==> src/rtl/btb_update_controller.sv <==
// btb_update_controller
//
// Shares the single BTB PC/index port between fetch-stage lookups and
// branch-resolution updates. Resolved branches are buffered in a small FIFO
// and written into the BTB when fetch is idle. A write is forced when the
// FIFO is full or when the head entry has waited too long. A flush request
// starts a walk that invalidates every BTB index.
//
// Optional feature: define BTB_NT_INVALIDATE_EN to enqueue not-taken
// updates. Each one invalidates its BTB entry if that entry currently hits.
// When the macro is undefined, not-taken updates are accepted and dropped,
// and btb_hit is ignored.
//
// Handshake: an update transfers on a rising edge where upd_valid and
// upd_ready are both high. upd_ready does not depend on upd_valid.
//
// Ports:
//   clk, rst_n              clock, asynchronous active-low reset
//   fetch_req/fetch_pc      lookup request and PC from fetch
//   fetch_stall             lookup not serviced this cycle (fetch retries)
//   upd_valid/upd_ready     update handshake
//   upd_pc/upd_target/upd_taken  resolved branch
//   flush_req/flush_busy    invalidate request / walk in progress
//   btb_hit                 BTB hit for the driven btb_pc
//   btb_pc/btb_bta_in/btb_valid_in  BTB address and write data
//   btb_ld_valid/btb_ld_tag/btb_ld_busy  BTB write strobes
module btb_update_controller #(
  parameter int QUEUE_DEPTH  = 4,
  parameter int INDEX_WIDTH  = 4,
  parameter int STARVE_LIMIT = 8
) (
  input  logic        clk,
  input  logic        rst_n,
  input  logic        fetch_req,
  input  logic [15:0] fetch_pc,
  output logic        fetch_stall,
  input  logic        upd_valid,
  output logic        upd_ready,
  input  logic [15:0] upd_pc,
  input  logic [15:0] upd_target,
  input  logic        upd_taken,
  input  logic        flush_req,
  output logic        flush_busy,
  input  logic        btb_hit,
  output logic [15:0] btb_pc,
  output logic [15:0] btb_bta_in,
  output logic        btb_valid_in,
  output logic        btb_ld_valid,
  output logic        btb_ld_tag,
  output logic        btb_ld_busy
);

  localparam int PTR_W = $clog2(QUEUE_DEPTH);
  localparam int CNT_W = PTR_W + 1;
  localparam int SC_W  = $clog2(STARVE_LIMIT + 1);

  typedef enum logic {ST_IDLE = 1'b0, ST_FLUSH = 1'b1} state_t;

  state_t                 state_q, state_d;
  logic [INDEX_WIDTH-1:0] flush_idx_q, flush_idx_d;
  logic [PTR_W-1:0]       wr_ptr_q, wr_ptr_d, rd_ptr_q, rd_ptr_d;
  logic [CNT_W-1:0]       count_q, count_d;
  logic [SC_W-1:0]        starve_q, starve_d;
  // Each FIFO entry is packed as {pc[15:0], target[15:0], taken}.
  logic [32:0]            mem_q [QUEUE_DEPTH];
  logic [32:0]            mem_d [QUEUE_DEPTH];

  logic        fifo_empty, fifo_full, starved;
  logic        do_write, push;
  logic [15:0] head_pc, head_tgt;
  logic        head_tkn;
  logic        unused_inputs;

  assign fifo_empty = (count_q == '0);
  assign fifo_full  = (count_q == CNT_W'(QUEUE_DEPTH));
  assign starved    = (starve_q >= SC_W'(STARVE_LIMIT));
  assign head_pc    = mem_q[rd_ptr_q][32:17];
  assign head_tgt   = mem_q[rd_ptr_q][16:1];
  assign head_tkn   = mem_q[rd_ptr_q][0];
  assign unused_inputs = ^{btb_hit, head_tkn};

  // State register
  always_ff @(posedge clk or negedge rst_n) begin
    if (!rst_n) begin
      state_q     <= ST_IDLE;
      flush_idx_q <= '0;
      wr_ptr_q    <= '0;
      rd_ptr_q    <= '0;
      count_q     <= '0;
      starve_q    <= '0;
    end else begin
      state_q     <= state_d;
      flush_idx_q <= flush_idx_d;
      wr_ptr_q    <= wr_ptr_d;
      rd_ptr_q    <= rd_ptr_d;
      count_q     <= count_d;
      starve_q    <= starve_d;
    end
  end

  // FIFO storage holds no control state, so it is left unreset.
  always_ff @(posedge clk) begin
    for (int i = 0; i < QUEUE_DEPTH; i++) mem_q[i] <= mem_d[i];
  end

  // Next-state logic
  always_comb begin
    state_d     = state_q;
    flush_idx_d = flush_idx_q;
    case (state_q)
      ST_IDLE: begin
        if (flush_req) begin
          state_d     = ST_FLUSH;
          flush_idx_d = '0;
        end
      end
      ST_FLUSH: begin
        if (flush_idx_q == {INDEX_WIDTH{1'b1}}) begin
          state_d     = ST_IDLE;
          flush_idx_d = '0;
        end else begin
          flush_idx_d = flush_idx_q + 1'b1;
        end
      end
      default: state_d = ST_IDLE;
    endcase
  end

  // Output logic
  always_comb begin
    upd_ready    = 1'b0;
    flush_busy   = 1'b0;
    fetch_stall  = 1'b0;
    btb_pc       = fetch_pc;
    btb_bta_in   = '0;
    btb_valid_in = 1'b0;
    btb_ld_valid = 1'b0;
    btb_ld_tag   = 1'b0;
    btb_ld_busy  = 1'b0;
    do_write     = 1'b0;
    case (state_q)
      ST_IDLE: begin
        upd_ready = !fifo_full && !flush_req;
        do_write  = !fifo_empty && (!fetch_req || fifo_full || starved) && !flush_req;
        if (do_write) begin
          fetch_stall = fetch_req;
          btb_pc      = head_pc;
          if (head_tkn) begin
            btb_bta_in   = head_tgt;
            btb_valid_in = 1'b1;
            btb_ld_valid = 1'b1;
            btb_ld_tag   = 1'b1;
            btb_ld_busy  = 1'b1;
          end
`ifdef BTB_NT_INVALIDATE_EN
          else begin
            // A not-taken entry only clears the valid bit, and only if the
            // entry is resident.
            btb_ld_valid = btb_hit;
          end
`endif
        end
      end
      ST_FLUSH: begin
        flush_busy   = 1'b1;
        fetch_stall  = fetch_req;
        btb_pc       = 16'({flush_idx_q, 1'b0});
        btb_ld_valid = 1'b1;
      end
      default: ;
    endcase
  end

  // FIFO pointers, occupancy and starvation counter
  always_comb begin
    for (int i = 0; i < QUEUE_DEPTH; i++) mem_d[i] = mem_q[i];
    wr_ptr_d = wr_ptr_q;
    rd_ptr_d = rd_ptr_q;
    count_d  = count_q;
    starve_d = starve_q;
`ifdef BTB_NT_INVALIDATE_EN
    push = upd_valid && upd_ready;
`else
    push = upd_valid && upd_ready && upd_taken;
`endif
    if (state_q != ST_IDLE || flush_req) begin
      // A flush discards every queued update.
      wr_ptr_d = '0;
      rd_ptr_d = '0;
      count_d  = '0;
      starve_d = '0;
    end else begin
      if (push) begin
        mem_d[wr_ptr_q] = {upd_pc, upd_target, upd_taken};
        wr_ptr_d        = wr_ptr_q + 1'b1;
      end
      if (do_write) rd_ptr_d = rd_ptr_q + 1'b1;
      if (push && !do_write)      count_d = count_q + 1'b1;
      else if (!push && do_write) count_d = count_q - 1'b1;
      if (do_write || fifo_empty) starve_d = '0;
      else if (!starved)          starve_d = starve_q + 1'b1;
    end
  end

endmodule

==> config.mk <==
export PLATFORM = sky130hd
export DESIGN_NAME = btb_update_controller
export DESIGN_NICKNAME = d
export VERILOG_FILES = /design/src/rtl/btb_update_controller.sv
export SDC_FILE = /design/constraint.sdc
export NUM_CORES = 1
export LEC_CHECK = 0
export CELL_PAD_IN_SITES_DETAIL_PLACEMENT = 1
export CELL_PAD_IN_SITES_GLOBAL_PLACEMENT = 1
export CORE_ASPECT_RATIO = 0.75
export CORE_MARGIN = 5
export CORE_UTILIZATION = 51
export CTS_BUF_LIST = sky130_fd_sc_hd__clkbuf_8
export DETAILED_ROUTE_END_ITERATION = 6
export PLACE_DENSITY_LB_ADDON = 0.1
export SLEW_MARGIN = 20
export SYNTH_ARGS = -nofsm -noshare
export SYNTH_HDL_FRONTEND = slang
export SYNTH_SLANG_ARGS = --single-unit
==> constraint.sdc <==
create_clock -name clk -period 5.8 [get_ports clk]
set_clock_uncertainty 0.15 [all_clocks]
set_input_delay 1.16 -clock clk [delete_from_list [all_inputs] [get_ports clk]]
set_output_delay 1.16 -clock clk [all_outputs]
set_load 0.03 [all_outputs]
## Word level (Yosys, flattened, before mapping)

Memory sizes are Yosys's and may differ from the RTL's.
Index checks and enable logic that the tools add are counted.

- Register bits after elaboration: 16
- Bits in writable memories: 132
- Bits of input ports: 55
- Output and inout port bits: 39
- Memories: 1

Memory list:

| name | words | bits a word | read ports | clocked after Yosys merged registers in | wr ports | line | RTL |
|---|---|---|---|---|---|---|---|
| mem_q | 4 | 33 | 5 | 0 | 4 | 65 | `logic [32:0] mem_q [QUEUE_DEPTH];` |

- $add $sub $neg: 6
- Magnitude comparators: 3
- Eq/ne operators: 4
- Multiplexer cells: 35
- Bitwise operators: 2
- Reduce and logical (&&, ||, !) cells: 22

Operators by type and width:

| cell | count |
|---|---|
| 2-to-1 mux 132 bit | 2 |
| bitwise mux 132 bit | 1 |
| demux 33 bit (select 2 bit) | 1 |
| 2-to-1 mux 16 bit | 4 |
| 2-to-1 mux 33 bit | 1 |
| case mux 16 bit (2 select lines) | 1 |
| 2-to-1 mux 4 bit | 5 |
| 2-to-1 mux 1 bit | 9 |
| 2-to-1 mux 3 bit | 3 |
| adder 4 x 1 -> 4 bit (second input constant) | 2 |
| logical AND 1 bit | 8 |
| 2-to-1 mux 2 bit | 4 |
| case mux 4 bit (2 select lines) | 1 |
| logical NOT 1 bit | 6 |
| case mux 1 bit (2 select lines) | 3 |
| adder 2 x 1 -> 2 bit (second input constant) | 2 |
| == test 4 bit (second input constant) | 1 |
| >= comparator 4 bit (second input constant) | 1 |
| logical OR 1 bit | 4 |
| nonzero test 2 bit | 2 |
| adder 3 x 1 -> 3 bit (second input constant) | 1 |
| == test 3 bit (second input constant) | 1 |
| >= comparator 3 bit (second input constant) | 1 |
| logical NOT 3 bit | 1 |
| 7 further kinds | 7 |

## Longest topological paths before layout

Gate-level depths: netlist (run 1).

- Depth in word-level cells: 11
- Depth in mapped cells: 8

## Worst setup path after synthesis (run 1)

Ideal clock, no wire load.

- Path type: input to output
- Start point: input port fetch_req
- End point: output port btb_pc[2]
- Arrival time: 2561 ps
- Required time: 4490 ps
- Path slack: 1929 ps
- Stages on the path: 5
- Path buffers: 1
- Path through: nor2b_1 > a211oi_2 > buf_6 > mux2i_1 > o21ai_0

- Cells in the longest elaborated chain, start to end: 7

RTL lines:

| what | line | RTL |
|---|---|---|
| start: declaration | 34 | `input logic fetch_req,` |
| logical NOT 1 bit | 144 | `do_write = !fifo_empty && (!fetch_req \|\| fifo_full \|\| starved) && !flush_req;` |
| logical OR 1 bit (2 in a row) | 144 |  |
| logical AND 1 bit (2 in a row) | 144 |  |
| 2-to-1 mux 16 bit | 145 | `if (do_write) begin` |
| case mux 16 bit (2 select lines) | 141 | `case (state_q)` |
| end: declaration | 45 | `output logic [15:0] btb_pc,` |

No other way between the ends.

## Final worst setup path (run 1)

- Start point: input port flush_req
- End point: output port btb_bta_in[13]

- Cells in the longest elaborated chain, start to end: 4

RTL lines:

| what | line | RTL |
|---|---|---|
| start: declaration | 42 | `input logic flush_req,` |
| logical NOT 1 bit | 144 |  |
| logical AND 1 bit | 144 |  |
| 2-to-1 mux 16 bit | 145 |  |
| 2-to-1 mux 16 bit | 141 |  |
| end: declaration | 46 | `output logic [15:0] btb_bta_in,` |

No other way between the ends.

==> results.py, run 1 <==
metrics = {
    "yosys": {
        "ys_ff_latch": 148,
        "synth_ff_type": "edfxtp_1",
        "syn-num-nets": 399,
        "syn_inst": 336,
        "yosysWarnings": 0,
        "yosysTopAreaCell": "edfxtp_1",
        "synth.most_common_cell": "edfxtp_1",
        "seq_area_frac_synth": 0.711,
        "postSynthAreaPerCell_um2": 18.3,
        "synth_cell_types": 38,
        "synthTopCellsByCount": "edfxtp_1 (132), mux4_2 (33), nor2_1 (21)",
        "synth_edf_count": 132,
        "async_flop_share": 0.108,
        "syn_area_um2": 6140,
        "synth_area_leaders": "edfxtp_1 (65%), mux4_2 (12%), dfrtp_1 (6.5%)",
        "synth_top_area_share": 0.646,
    },
    "drt": {
        "wl_per_cell_um": 21.9,
        "routed_via_density": 5.58,
        "dr_wl_met3_um": 754,
        "met2_length_mm": 6.42,
        "drc_errors": 0,
        "drtPass1Iterations": 4,
        "wl_met1_mm": 5.94,
        "drtIter0Drc": 223,
        "drt-total-wl_mm": 13.3,
        "postRouteAntennaNets": 0,
        "vias": 3401,
        "routed.top_layer": "met4",
    },
    "setup_path": {
        "cp-start-kind": "primary input",
        "max_stage_delay_ns": 0.69,
        "crit_path_cell_trace": "clkdlybuf4s50_1 -> or2_2 -> a211oi_4 -> and3_1 -> clkdlybuf4s50_1",
        "cp_slowest_cell": "clkdlybuf4s50_1",
        "path_delay_family": "buffers and inverters",
        "path_common_cell": "clkdlybuf4s50_1",
        "endpoint_kind": "output pin",
        "crit_buf_inv": 2,
        "crit_path_max_fanout": 18,
        "cp.required_ns": 4.49,
        "crit_type": "in -> out",
        "worstPathArrival_ns": 3.79,
    },
    "clocking": {
        "clock_latency_ns": 0.45,
        "htreeDepth": 4,
        "cts_tree": "yes",
        "clkSlewWorstSetupHoldPaths_ns": 0.09,
        "postCtsSetupBuffers": 0,
        "ctsHoldBuffers": 0,
        "cts_buffers": 17,
        "cts-root-buf": "clkbuf_8",
        "cts_buffer_depth": 2,
        "clock-sinks": 148,
        "cts_resized": 0,
    },
    "timing": {
        "fin_crit_ns": 5.10,
        "slew_violations": 0,
        "finalSetupViolCount": 0,
        "clock.fmax_mhz": 196,
        "rsz0062_at_grt": "false",
        "tightest_slew_ns": 0.953,
        "slew_headroom": 0.364,
        "setup_tns_ns": 0,
        "post-route-period-util": 0.880,
        "finalHoldViolCount": 0,
    },
    "cells_and_area": {
        "stdcell_count": 609,
        "utilization": 0.652,
        "layout.nets": 497,
        "design_area_um2": 7630,
        "nFillCells": 1011,
        "antennaDiodeCount": 0,
        "drive_above_1_share": 0.181,
        "syn2layout_area_growth_pct": 24.3,
    },
    "power_and_ir_drop": {
        "internal_power_uw": 1760,
        "peakVddDrop_v": 0.000186,
        "p_sw_uw": 618,
        "p_seq_frac": 0.511,
        "power.share.clock": 0.361,
        "leakage_uw": 0.00254,
        "combPwrFrac": 0.128,
        "power.density_nw_per_um2": 311,
        "sw_frac_of_total": 0.260,
        "power_uw": 2370,
    },
    "place": {
        "io_buffers": 92,
        "gp_congestion": 0.771,
        "dpl_cell_area_um2": 7200,
        "hpwl_mm": 8.48,
        "dp_cells": 577,
    },
    "global_routing": {
        "grt_pass1_vias": 3757,
        "gr-total-overflow": 0,
        "grt_start_max_net_pins": 35,
        "grt_pass1_wl_mm": 21.3,
        "antenna_found_initial": 0,
        "gr-usage-all-layers": 0.202,
    },
    "floorplan": {
        "core_um2": 11700,
        "die_x_um": 137,
        "io_pins": 94,
        "rows": 34,
        "die_h_um": 105,
        "start_util": 0.525,
        "die_area_um2": 14400,
    },
    "worst_hold_path": {
        "hold_class": "reg -> reg",
    },
    "status": {
        "status": "finished clean",
    },
    "job": {
        "max-cap-violations": 0,
    },
}
per-stage QoR:
| step | hold WS, ns | worst slack [ns] |
|---|---|---|
| global placement | 0.319 | 0.688 |
| global route | 0.383 | 0.579 |
| finish | 0.349 | 0.697 |
| detailed placement | 0.337 | 0.709 |
| floorplan | 0.302 | 1.93 |
| CTS | 0.350 | 0.698 |
flip-flops by register name, indices dropped and copies added, names as in the netlist:
name	flops
mem_q	132
count_q	3
flush_idx_q	4
state_q	1
rd_ptr_q	2
wr_ptr_q	2
starve_q	4
power groups by stage:
| stage | logic [uW] | registers, uW | clock network, uW |
|---|---|---|---|
| 6_report | 303 | 1210 | 857 |
| 5_1_grt | 325 | 1220 | 931 |
| 4_1_cts | 305 | 1210 | 876 |
| 3_5_place_dp | 299 | 1240 | 0 |
| 3_3_place_gp | 292 | 1230 | 0 |
| 2_1_floorplan | 170 | 1220 | 0 |
area by class of cell:
cell class | instances | area (um2) | area share
clock buffer | 17 | 234 | 0.0307
clock inverter | 15 | 194 | 0.0254
timing repair buffer | 96 | 951 | 0.125
inverter | 9 | 33.8 | 0.00443
tap | 162 | 203 | 0.0266
multi-input combinational | 162 | 1650 | 0.216
sequential | 148 | 4370 | 0.572
cell usage in the layout, fill, tap and decap left out, drive strengths merged, types with 7 or more instances in the layout:
master	Yosys	layout
edfxtp	132	132
clkdlybuf4s50	0	92
o21ai	7	7
a21oi	8	8
and3	19	19
nand2	13	13
ha	7	7
clkbuf	7	17
inv	9	16
mux2i	17	17
nor2	21	21
dfrtp	16	16
mux4	33	33
final timing paths:
| check | start | slack [ns] | depth (start not counted) | to |
|---|---|---|---|---|
| setup reg to reg | state_q | 2.24 | 8 | count_q[2] |
| hold / removal | starve_q[0] | 0.35 | 1 | starve_q[0] |
| max in group asynchronous | rst_n | 3.97 | 1 | rd_ptr_q[0] |
| setup / recovery | flush_req | 0.70 | 5 | btb_bta_in[13] |
| min in group asynchronous | rst_n | 0.99 | 1 | starve_q[0] |
| hold reg to reg | starve_q[0] | 0.35 | 1 | starve_q[0] |
metal layers:
| layer | vias to the layer above | global-route usage |
|---|---|---|
| met2 | 108 | 0.311 |
| met3 | 19 | 0.0692 |
| met4 | 0 | 0.0647 |
| li1 | 1523 | - |
| met5 | - | 0 |
| met1 | 1751 | 0.272 |
cell families (layout without fill, tap and decap cells):
family,count (synthesis),in the layout,synth area share
DFF,148,148,0.711
muxes,50,50,0.149
AOI/OAI and AO/OA,31,31,0.0377
buffers and inverters,26,137,0.0226
adders and majority gates,8,8,0.0175
xor gates and xnor gates,3,3,0.00428
and+or+nand+nor,70,70,0.0579
No activity file was read; power rests on OpenSTA's default activity.
==> run 2: changes to the inputs <==
- CORE_UTILIZATION: 51 -> 43
- clock period: 5.8 -> 4.6 ns (I/O delays scaled with it)
==> results.py, run 2 (synthesis results as in run 1) <==
metrics = {
    "status": {
        "status": "finished clean",
    },
    "drt": {
        "vias": 3409,
        "routed_via_density": 5.39,
        "wl_per_cell_um": 21.1,
        "drt-total-wl_mm": 13.4,
        "drtIter0Drc": 188,
        "drc_errors": 0,
        "postRouteAntennaNets": 0,
        "drtPass1Iterations": 4,
    },
    "power_and_ir_drop": {
        "power.density_nw_per_um2": 382,
        "peakVddDrop_v": 0.000180,
        "leakage_uw": 0.00261,
    },
    "timing": {
        "fin_crit_ns": 4.21,
        "slew_violations": 0,
        "rsz0062_at_grt": "false",
        "slew_headroom": 0.481,
        "tightest_slew_ns": 0.776,
        "post-route-period-util": 0.914,
        "clock.fmax_mhz": 238,
        "setup_tns_ns": 0,
        "finalHoldViolCount": 0,
        "hold_slack_ns": 0.356,
        "finalSetupViolCount": 0,
    },
    "setup_path": {
        "crit_type": "in -> out",
        "endpoint_kind": "output pin",
        "r2r_end": "count_q[2]",
        "path_common_cell": "clkdlybuf4s50_1",
        "crit_path_max_fanout": 4,
        "crit_buf_inv": 3,
        "worstPathArrival_ns": 3.14,
        "cp.required_ns": 3.53,
        "rr_worst_depth": 7,
        "cp_slowest_cell": "clkdlybuf4s50_1",
        "max_stage_delay_ns": 0.71,
        "path_delay_family": "buffers and inverters",
        "rr_startpoint": "count_q[1]",
        "cp-start-kind": "primary input",
        "reg2reg_slack_ns": 1.96,
        "crit_path_cell_trace": "clkdlybuf4s50_1 -> nor2b_1 -> a211oi_4 -> buf_4 -> mux2i_1 -> o21ai_0 -> clkdlybuf4s50_1",
    },
    "floorplan": {
        "die_area_um2": 16800,
        "rows": 37,
        "start_util": 0.443,
        "core_um2": 13800,
        "io_pins": 94,
        "die_x_um": 148,
        "die_h_um": 113,
    },
    "cells_and_area": {
        "multi_input_area_um2": 1650,
        "syn2layout_area_growth_pct": 26.2,
        "regMostFlops": "mem_q",
        "top_regs": "mem_q (132), flush_idx_q (4), starve_q (4)",
        "layout.nets": 507,
        "drive_above_1_share": 0.197,
        "final_cell_mix": "edfxtp_1 (132), clkdlybuf4s50_1 (92), mux4_2 (33), nor2_1 (21), and3_1 (19)",
        "final_common_cell": "edfxtp_1",
        "largest_reg_flops": 132,
        "nFillCells": 1288,
        "stdcell_count": 633,
        "seq_area_um2": 4370,
    },
    "job": {
        "max-cap-violations": 0,
    },
    "worst_hold_path": {
        "holdPathStages": 1,
        "whs_endpoint": "starve_q[0]",
        "hold_class": "reg -> reg",
        "hp-start": "starve_q[0]",
    },
    "clocking": {
        "clkSlewWorstSetupHoldPaths_ns": 0.08,
        "cts-root-buf": "clkbuf_8",
        "cts_tree": "yes",
        "htreeDepth": 4,
        "cts_buffers": 17,
        "clock_latency_ns": 0.44,
        "postCtsSetupBuffers": 0,
        "cts_buffer_depth": 2,
        "clock-sinks": 148,
        "cts_resized": 0,
        "ctsHoldBuffers": 0,
    },
    "global_routing": {
        "gr-total-overflow": 0,
        "gr-usage-all-layers": 0.169,
        "grt_pass1_vias": 3754,
        "grt_pass1_wl_mm": 21.3,
        "antenna_found_initial": 0,
        "grt_start_max_net_pins": 34,
    },
    "place": {
        "hpwl_mm": 8.64,
        "io_buffers": 92,
        "gp_congestion": 0.773,
        "dp_cells": 600,
    },
}
-- run 2: cell count changes in the layout (fill, tap and decap cells not counted) --
cell,change
buf_4,+7
inv_6,-4
buf_12,+3
clkinv_2,+3
clkinv_4,+2
clkinvlp_4,-2
clkinv_1,+1
diode_2,+1
-- run 2: worst max path at each step --
stage                endpoint       from  slack (ns)  cells after the start
finish              btb_pc[3]  fetch_req        0.39                      7
global route        btb_pc[4]  fetch_req        0.25                      7
CTS                 btb_pc[3]  fetch_req        0.36                      7
detailed placement  btb_pc[3]  fetch_req        0.37                      7
global placement    btb_pc[4]  fetch_req        0.40                      7
floorplan           btb_pc[2]  fetch_req        1.21                      5
-- run 2: area by class of cell --
| cell class | count | area share |
|---|---|---|
| inverter | 9 | 0.00436 |
| multi-input combinational | 162 | 0.213 |
| timing repair buffer | 106 | 0.137 |
| clock inverter | 15 | 0.0233 |
| tap | 175 | 0.0283 |
| antenna | 1 | 0.000323 |
| clock buffer | 17 | 0.0302 |
| sequential | 148 | 0.564 |
-- run 2: metal layers --
layer  wire length [um]  part of all wire  up-vias  track usage
met5                  0                 0        -            0
met4                 93            0.0070        0       0.0443
met3                880             0.066       10       0.0568
met2               6630              0.50       93        0.272
met1               5780              0.43     1755        0.225
li1                   -                 -     1551            -
-- run 2: power by group --
group	internal, uW	switching, uW	total [uW]
clock	541	501	1040
combinational	179	225	404
sequential	1490	22.7	1510
-- run 2: per-stage QoR --
step | cell area [um2] | util | setup slack, ns | total power [uW]
finish | 7750 | 0.560 | 0.395 | 2960
global route | 7740 | 0.559 | 0.247 | 3090
CTS | 7740 | 0.559 | 0.363 | 3000
detailed placement | 7330 | 0.530 | 0.372 | 1950
global placement | 7330 | 0.530 | 0.398 | 1940
floorplan | 6140 | - | 1.21 | 1760
